===== config.mk =====
export PLATFORM = sky130hd
export DESIGN_NAME = sar_conv_sequencer
export DESIGN_NICKNAME = d
export VERILOG_FILES = /design/src/rtl/sar_pkg.sv /design/src/rtl/sar_conv_sequencer_avg.sv /design/src/rtl/sar_conv_sequencer.sv
export SDC_FILE = /design/constraint.sdc
export NUM_CORES = 1
export LEC_CHECK = 0
export ABC_AREA = 1
export CAP_MARGIN = 30
export CORE_UTILIZATION = 34
export CTS_CLUSTER_SIZE = 14
export DETAILED_ROUTE_END_ITERATION = 8
export GPL_TIMING_DRIVEN = 0
export MAX_ROUTING_LAYER = met4
export PLACE_DENSITY_LB_ADDON = 0.05
export SLEW_MARGIN = 10
export SYNTH_ARGS = -nofsm -noshare
export SYNTH_HDL_FRONTEND = slang
export SYNTH_SLANG_ARGS = --single-unit

===== constraint.sdc =====
create_clock -name clk -period 3.1 [get_ports clk]
set_input_delay 0.31 -clock clk [delete_from_list [all_inputs] [get_ports clk]]
set_output_delay 0.31 -clock clk [all_outputs]
set_load 0.03 [all_outputs]

===== src/rtl/sar_pkg.sv =====
// Shared types and constants for the SAR conversion sequencer.
// Optional averaging is enabled with the SAR_SEQ_AVG_EN macro.
package sar_pkg;

    typedef enum logic [1:0] {
        IDLE     = 2'd0,
        START    = 2'd1,
        WAIT_EOC = 2'd2,
        DONE     = 2'd3
    } sar_state_e;

    localparam int SAR_DATA_W       = 10;
    localparam int SAR_MAX_AVG_LOG2 = 3;

endpackage


===== src/rtl/sar_conv_sequencer_avg.sv =====
// Burst averager: accumulates 2^log2 samples and shifts the sum down.
// Instantiated by sar_conv_sequencer only when SAR_SEQ_AVG_EN is defined.
module sar_seq_avg
    import sar_pkg::*;
#(
    parameter int DATA_W       = SAR_DATA_W,
    parameter int MAX_AVG_LOG2 = SAR_MAX_AVG_LOG2
) (
    input  logic              clk,
    input  logic              rst,
    input  logic              clr_i,
    input  logic [2:0]        log2_i,
    input  logic              add_i,
    input  logic [DATA_W-1:0] data_i,
    output logic              last_o,
    output logic [DATA_W-1:0] result_o
);
    localparam int ACC_W = DATA_W + MAX_AVG_LOG2;
    localparam int CNT_W = MAX_AVG_LOG2 + 1;

    logic [ACC_W-1:0] acc_q;
    logic [CNT_W-1:0] cnt_q;
    logic [2:0]       log2_q;
    logic [ACC_W-1:0] shifted;

    always_ff @(posedge clk) begin
        if (rst) begin
            acc_q  <= '0;
            cnt_q  <= '0;
            log2_q <= '0;
        end else if (clr_i) begin
            acc_q  <= '0;
            cnt_q  <= '0;
            log2_q <= log2_i;
        end else if (add_i) begin
            acc_q <= acc_q + ACC_W'(data_i);
            cnt_q <= cnt_q + CNT_W'(1);
        end
    end

    // The sample being added now completes the burst.
    assign last_o   = (cnt_q + CNT_W'(1)) == (CNT_W'(1) << log2_q);
    assign shifted  = acc_q >> log2_q;
    assign result_o = shifted[DATA_W-1:0];

endmodule


===== src/rtl/sar_conv_sequencer.sv =====
// Conversion sequencer for the SAR core: launches, timeouts, result register.
// Define SAR_SEQ_AVG_EN to average bursts of 2^avg_log2 conversions.
module sar_conv_sequencer
    import sar_pkg::*;
#(
    parameter int DATA_W       = SAR_DATA_W,
    parameter int PERIOD_W     = 16,
    parameter int MAX_AVG_LOG2 = SAR_MAX_AVG_LOG2,
    parameter int TIMEOUT      = 63
) (
    input  logic                clk,
    input  logic                rst,
    input  logic                trig,
    input  logic                en,
    input  logic [PERIOD_W-1:0] period,
    input  logic [2:0]          avg_log2,
    input  logic [DATA_W-1:0]   adc_data,
    input  logic                adc_eoc,
    output logic                cnvst,
    output logic                busy,
    output logic [DATA_W-1:0]   res_data,
    output logic                res_valid,
    input  logic                res_ready,
    output logic                overrun,
    output logic                timeout_err,
    input  logic                clr_err
);
    localparam int WCNT_W = $clog2(TIMEOUT + 1);

    sar_state_e          state_q;
    logic [PERIOD_W-1:0] timer_q;
    logic [WCNT_W-1:0]   wcnt_q;
    logic                cnvst_q;
    logic                busy_q;
    logic [DATA_W-1:0]   res_data_q;
    logic                res_valid_q;
    logic                overrun_q;
    logic                timeout_q;

    logic [PERIOD_W:0]   timer_nx;
    logic                launch;
    logic                eoc_hit;
    logic                wait_expired;
    logic                ov_set;
    logic                last_smp;
    logic [DATA_W-1:0]   result;

    assign timer_nx     = {1'b0, timer_q} + {{PERIOD_W{1'b0}}, 1'b1};
    assign launch       = (state_q == IDLE) &&
                          (trig || (en && (timer_nx >= {1'b0, period})));
    assign eoc_hit      = (state_q == WAIT_EOC) && adc_eoc;
    assign wait_expired = (state_q == WAIT_EOC) && !adc_eoc &&
                          (wcnt_q == WCNT_W'(TIMEOUT - 1));
    assign ov_set       = (state_q == DONE) && res_valid_q && !res_ready;

`ifdef SAR_SEQ_AVG_EN
    logic [2:0] log2_c;

    assign log2_c = (avg_log2 > 3'(MAX_AVG_LOG2)) ? 3'(MAX_AVG_LOG2) : avg_log2;

    sar_seq_avg #(
        .DATA_W       (DATA_W),
        .MAX_AVG_LOG2 (MAX_AVG_LOG2)
    ) u_avg (
        .clk      (clk),
        .rst      (rst),
        .clr_i    (launch),
        .log2_i   (log2_c),
        .add_i    (eoc_hit),
        .data_i   (adc_data),
        .last_o   (last_smp),
        .result_o (result)
    );
`else
    logic [DATA_W-1:0] hold_q;
    logic              unused_avg;

    // Hold the sample for one cycle so result latency matches the averaging build.
    always_ff @(posedge clk) begin
        if (rst) begin
            hold_q <= '0;
        end else if (eoc_hit) begin
            hold_q <= adc_data;
        end
    end

    assign last_smp   = 1'b1;
    assign result     = hold_q;
    assign unused_avg = ^{avg_log2, MAX_AVG_LOG2[0]};
`endif

    always_ff @(posedge clk) begin
        if (rst) begin
            state_q     <= IDLE;
            timer_q     <= '0;
            wcnt_q      <= '0;
            cnvst_q     <= 1'b0;
            busy_q      <= 1'b0;
            res_data_q  <= '0;
            res_valid_q <= 1'b0;
            overrun_q   <= 1'b0;
            timeout_q   <= 1'b0;
        end else begin
            timer_q   <= launch    ? '0      :
                         (&timer_q) ? timer_q : timer_q + 1'b1;
            timeout_q <= wait_expired | (timeout_q & ~clr_err);
            overrun_q <= ov_set | (overrun_q & ~clr_err);
            cnvst_q   <= 1'b0;
            if (res_valid_q && res_ready) begin
                res_valid_q <= 1'b0;
            end
            unique case (state_q)
                IDLE: begin
                    if (launch) begin
                        state_q <= START;
                        cnvst_q <= 1'b1;
                        busy_q  <= 1'b1;
                    end
                end
                // Back-to-back entries spend one settle cycle here before the pulse.
                START: begin
                    if (cnvst_q) begin
                        state_q <= WAIT_EOC;
                        wcnt_q  <= '0;
                    end else begin
                        cnvst_q <= 1'b1;
                    end
                end
                WAIT_EOC: begin
                    if (adc_eoc) begin
                        state_q <= last_smp ? DONE : START;
                    end else if (wait_expired) begin
                        state_q <= IDLE;
                        busy_q  <= 1'b0;
                    end else begin
                        wcnt_q <= wcnt_q + 1'b1;
                    end
                end
                DONE: begin
                    res_data_q  <= result;
                    res_valid_q <= 1'b1;
                    state_q     <= IDLE;
                    busy_q      <= 1'b0;
                end
                default: state_q <= IDLE;
            endcase
        end
    end

    assign cnvst       = cnvst_q;
    assign busy        = busy_q;
    assign res_data    = res_data_q;
    assign res_valid   = res_valid_q;
    assign overrun     = overrun_q;
    assign timeout_err = timeout_q;

endmodule

[Word-level counts from Yosys, hierarchy flattened]
Index checks and enable logic that the tools add are counted.
W data, S select, Z words.
Cells by class
  equal/unequal tests: 10
  order comparisons: 1
  mux-type cells: 18
  add/subtract/negate cells: 3
  bitwise gates (word level): 5
  reduce and logical (&&, ||, !) cells: 20
Operators by type and width (number)
  $mux W6: 3
  $add A16 B1 Y17 const B: 1
  $ge A17 B16 Y1: 1
  $add A16 B1 Y16 const B: 1
  $reduce_and A16 Y1: 1
  $pmux W6 S2: 1
  $ne A2 B2 Y1 const B: 5
  $logic_and A1 B1 Y1: 8
  $mux W2: 4
  $pmux W2 S4: 1
  $reduce_and A4 Y1: 2
  $mux W1: 7
  $add A6 B1 Y6 const B: 1
  $eq A6 B6 Y1 const B: 1
  $eq A2 B2 Y1 const B: 2
  $reduce_bool A2 Y1: 2
  $ne A3 B3 Y1 const B: 1
  $pmux W1 S3: 1
  $reduce_and A3 Y1: 1
  $reduce_bool A3 Y1: 1
  $and A1 B1 Y1: 2
  $eq A2 B1 Y1 const B: 1
  $logic_not A1 Y1: 2
  $logic_not A2 Y1: 1
  other kinds (5): 6
Storage, ports and cells
  register bits after elaboration: 49
  output and inout bits: 15
  input port bits: 36
  logic and storage cells: 67

[Depth between registers and ports, before layout]
Gate-level depths: netlist of the first run.
  depth after elaboration: 7
  mapped depth: 23

[Least setup slack after synthesis of the first run]
Ideal clock, no wire load.
  path type: register to register
  start: reg timer_q[0]
  end: reg timer_q[0]
  stages on the path, launching flop included: 23
  required time: 2980 ps
  setup slack: 536 ps
  arrival: 2444 ps
  cells stage by stage: dfxtp_1 and3_1 nand2_1 inv_2 nand3_2 nor2_2 inv_2 nor3_1 xor2_1 inv_1 ha_1 nand4_1 nor2_1 nand3_1 nand3_1 nor2_1 nand2_1 nand2_2 nand2_2 nand2_2 nand2_4 buf_12 nor2_4
Between the ends
  cells in the longest elaborated chain, start to end: 6
Ends and longest elaborated chain
  from (decl): line sar_conv_sequencer.sv:31  | logic [PERIOD_W-1:0] timer_q;
  from (signal assigned): line sar_conv_sequencer.sv:104  | timer_q <= launch ? '0 :
  $add A16 B1 Y17: line sar_conv_sequencer.sv:48  | assign timer_nx = {1'b0, timer_q} + {{PERIOD_W{1'b0}}, 1'b1};
  via timer_nx[11]: line sar_conv_sequencer.sv:40  | logic [PERIOD_W:0] timer_nx;
  $ge A17 B16 Y1: line sar_conv_sequencer.sv:50  | (trig || (en && (timer_nx >= {1'b0, period})));
  $logic_and A1 B1 Y1: line sar_conv_sequencer.sv:50
  $logic_or A1 B1 Y1: line sar_conv_sequencer.sv:50
  $logic_and A1 B1 Y1: line sar_conv_sequencer.sv:49  | assign launch = (state_q == IDLE) &&
  $reduce_or A2 Y1 (no source line)
The timed path passes the listed nets, and every way through them passes these cells.
A chain may end at the register's enable or synchronous reset.

[Final worst setup path of the first run]
  start: reg timer_q[0]
  end: reg timer_q[6]
The elaborated chain is that of the path after synthesis.

==> run metrics, run 1 <==
pwr/cell area=roughly 470 nW/um^2; max layer used=met4; via count=~2,300; I/O pin count=~50; Final ANT Viol Nets=0; first-pass GRT wire length=a little under 10,000 um; ys flop type=dfxtp_1; vias in the first global route=2,189; Syn-to-layout area delta=30.0%; Post-synth EDFFs=0; Clock transition at path regs=approximately 0.10 ns; Fin Hold WS=0.386 ns; top cell family by delay on the critical path=simple AND/OR/NAND/NOR gates; Logic pwr share=approximately 28%; crit path max fanout=8; syn nets=~420; worst clock skew=roughly 0.011 ns; slew at the pin closest to its max-slew limit=~0.53 ns; final setup margin=about 0.2 ns; Buffers & Inverters on Critical Path=2; Seq/Total Area, Yosys=36.4%; final WL=about 5900 um; wl on met1=2680 um; CTS tree=built; commonest non-fill, non-tap cell in the layout=nand2_1; row count=32; Tcrit/Tclk final=slightly above 90%; port buffer count=46; pre-CTS setup slack=approximately 0.067 ns; Nets=477; remaining global-route overflow=0; post-synthesis async set-or-reset flop share=0%; DR WL met2=between 2000 and 3000 um; Seq pwr share=between 40% and 50%; routability-driven placement congestion ratio=0.813; critical path's slowest cell=dfxtp_4; Crit Path Category=flop to flop; worst path required time=3.30 ns; kind of end point of the critical path=flop; gr usage total=about 15%; met3 wire length=a little over 200 um; Switching Fraction=31.8%; type of the worst min-delay path=primary input to flop; share of cells above drive strength 1=12.8%; P_leak=around 0.0015 uW; cell area after synthesis=2700 sq um; CTS sink count=49; Final min period=roughly 2.9 ns; CP Cell Sequence=ha_2 -> nand2_1 -> nor2_4 -> nand4_1 -> nor2_2 -> xnor2_2 -> inv_1 -> ha_1 -> nand2_1 -> o21a_1 -> nand2_1 -> nand2_1 -> nand2_1 -> nand2_2 -> nand2_2 -> nand2_2 -> nand2_4 -> clkbuf_16 -> nor2_4; outcome=complete, no violations; first drt pass iteration count=4; worst skew pair latency=0.31 ns; P_int=1120 uW; ANT cells=0; Clock Path Buffers=2; startpoint types=flop; Cell variety after synth=27; Cells after Synth=362; Mean Syn Cell Area=7.45 sq um; DRC violations left=0; initial antenna violation count=0; final setup TNS=0 ns; Switch Pwr=between 500 and 600 uW; fin. max-slew vios=0; CP max stage delay=between 0.3 and 0.4 ns; full die area=between 8000 and 9000 sq um; register bit total from synthesis=a little under 50; max-cap violation count=0; detailed placement HPWL=approximately 4400 um; most frequent cells in the layout=nand2_1, nor2_1, inv_1, dfxtp_1, clkdlybuf4s50_1; Clk pwr share=between 20% and 30%; largest net degree at the start of global routing=16; fmax=around 0.34 GHz; Filler cells=around 820; WL/cell=approximately 11 um; die width=~90 um; Worst EP arrival=a little over 3 ns; Via-to-Cell Ratio=approximately 4.5; most frequent CP cell=nand2_1; Root Driver=clkbuf_8; VDD IR max=approximately 270 uV; YS warnings=0; Starting Density=a little over a third; Max-slew headroom=64.7%; 1st-iter DRT viols=51; hold buffer count at CTS=0; Final Hold Fails=0; Die Y=91.1 um; Final setup viols=0; H-tree depth=2; cts bufs inserted=5; core area=just under 8000 sq um
==> cell families (layout without fill, tap and decap cells) <==
logic type / count (synthesis) / in the layout / synth area share (%)
AND/OR/NAND/NOR: 172 / 172 / 31.6
buffers and inverters: 61 / 122 / 9.09
flip-flops: 49 / 49 / 36.4
AO/OA/AOI/OAI: 43 / 43 / 8.31
adder cells (fa/ha/maj): 19 / 19 / 8.82
XOR/XNOR: 18 / 18 / 5.85
==> registers in the layout, indices dropped and copies added, names as in the netlist <==
signal / cells
timeout_err: 1
busy: 1
state_q: 2
hold_q: 10
res_valid: 1
timer_q: 16
overrun: 1
res_data: 10
cnvst: 1
wcnt_q: 6
==> final cells by class <==
cell class                 instances  area, sq um  share of cell area (%)
multi-input combinational        252         1510                    42.9
timing repair buffer              53          531                    15.1
inverter                          51          191                    5.46
buffer                            10         53.8                    1.54
clock inverter                     2         38.8                    1.11
sequential                        49          985                    28.1
clock buffer                       6         72.6                    2.07
tap                              102          128                    3.64
==> worst paths after layout <==
| check | slack, ns | from | cells past startpoint | endpoint |
|---|---|---|---|---|
| worst max-delay path | 0.20 | timer_q[0] | 19 | timer_q[6] |
| worst min-delay path | 0.39 | rst | 2 | hold_q[5] |
| worst max register to register | 0.20 | timer_q[0] | 19 | timer_q[6] |
| worst min register to register | 0.46 | busy | 2 | busy |
==> per-layer routing <==
layer	up-vias	track usage, %
li1	1248	-
met1	1047	17.2
met2	37	26.3
met3	8	2.76
met4	0	5.42
met5	-	-
==> worst register-to-register path, cell delays in order (launching register included) <==
cell and delay (ns):
dfxtp_4 0.37, ha_2 0.18, nand2_1 0.09, nor2_4 0.19, nand4_1 0.17, nor2_2 0.23, xnor2_2 0.14, inv_1 0.06
ha_1 0.31, nand2_1 0.09, o21a_1 0.18, nand2_1 0.07, nand2_1 0.05, nand2_1 0.10, nand2_2 0.08, nand2_2 0.06
nand2_2 0.06, nand2_4 0.13, clkbuf_16 0.19, nor2_4 0.03
==> synth_stat cells, types with 3 or more instances <==
cell type	number	area, sq um
dfxtp_1	49	981
o21ai_0	12	60.1
nor2_4	14	158
nand3_1	17	85.1
nand2_2	7	43.8
nand3b_1	3	22.5
xor2_1	13	114
xnor2_1	5	43.8
nand2_1	59	221
nor3_1	4	20.0
clkbuf_1	9	33.8
inv_1	48	180
a21oi_1	27	135
nand4_1	3	18.8
nor2_1	57	214
inv_2	3	11.3
ha_1	19	238
==> power by group through the flow <==
stage,Combinational (uW),Sequential (uW),Clock (uW)
floorplan,245,774,0
global placement,428,740,0
detailed placement,430,740,0
CTS,433,726,479
global route,514,733,504
finish,457,725,465
==> timing repair <==
| action | 4_1_cts | 5_1_grt |
|---|---|---|
| endpoints found under the setup margin | 0 | 19 |
| buffers inserted | 0 | 6 |
| gates resized for setup | 0 | 10 |
==> stage by stage <==
step	instances	power (uW)	utilization [%]	area [sq um]
floorplan	362	1020	-	2700
global placement	510	1170	42.7	3280
detailed placement	510	1170	42.7	3280
CTS	518	1640	44.2	3400
global route	525	1750	45.6	3500
finish	525	1650	45.6	3500
(Power assumes the default switching activity.)
==> run 2: changes to the inputs <==
- CTS_CLUSTER_SIZE: 14 -> not set
==> results of run 2 <==
The final DEF is identical to that of run 1; final timing and power are the same.
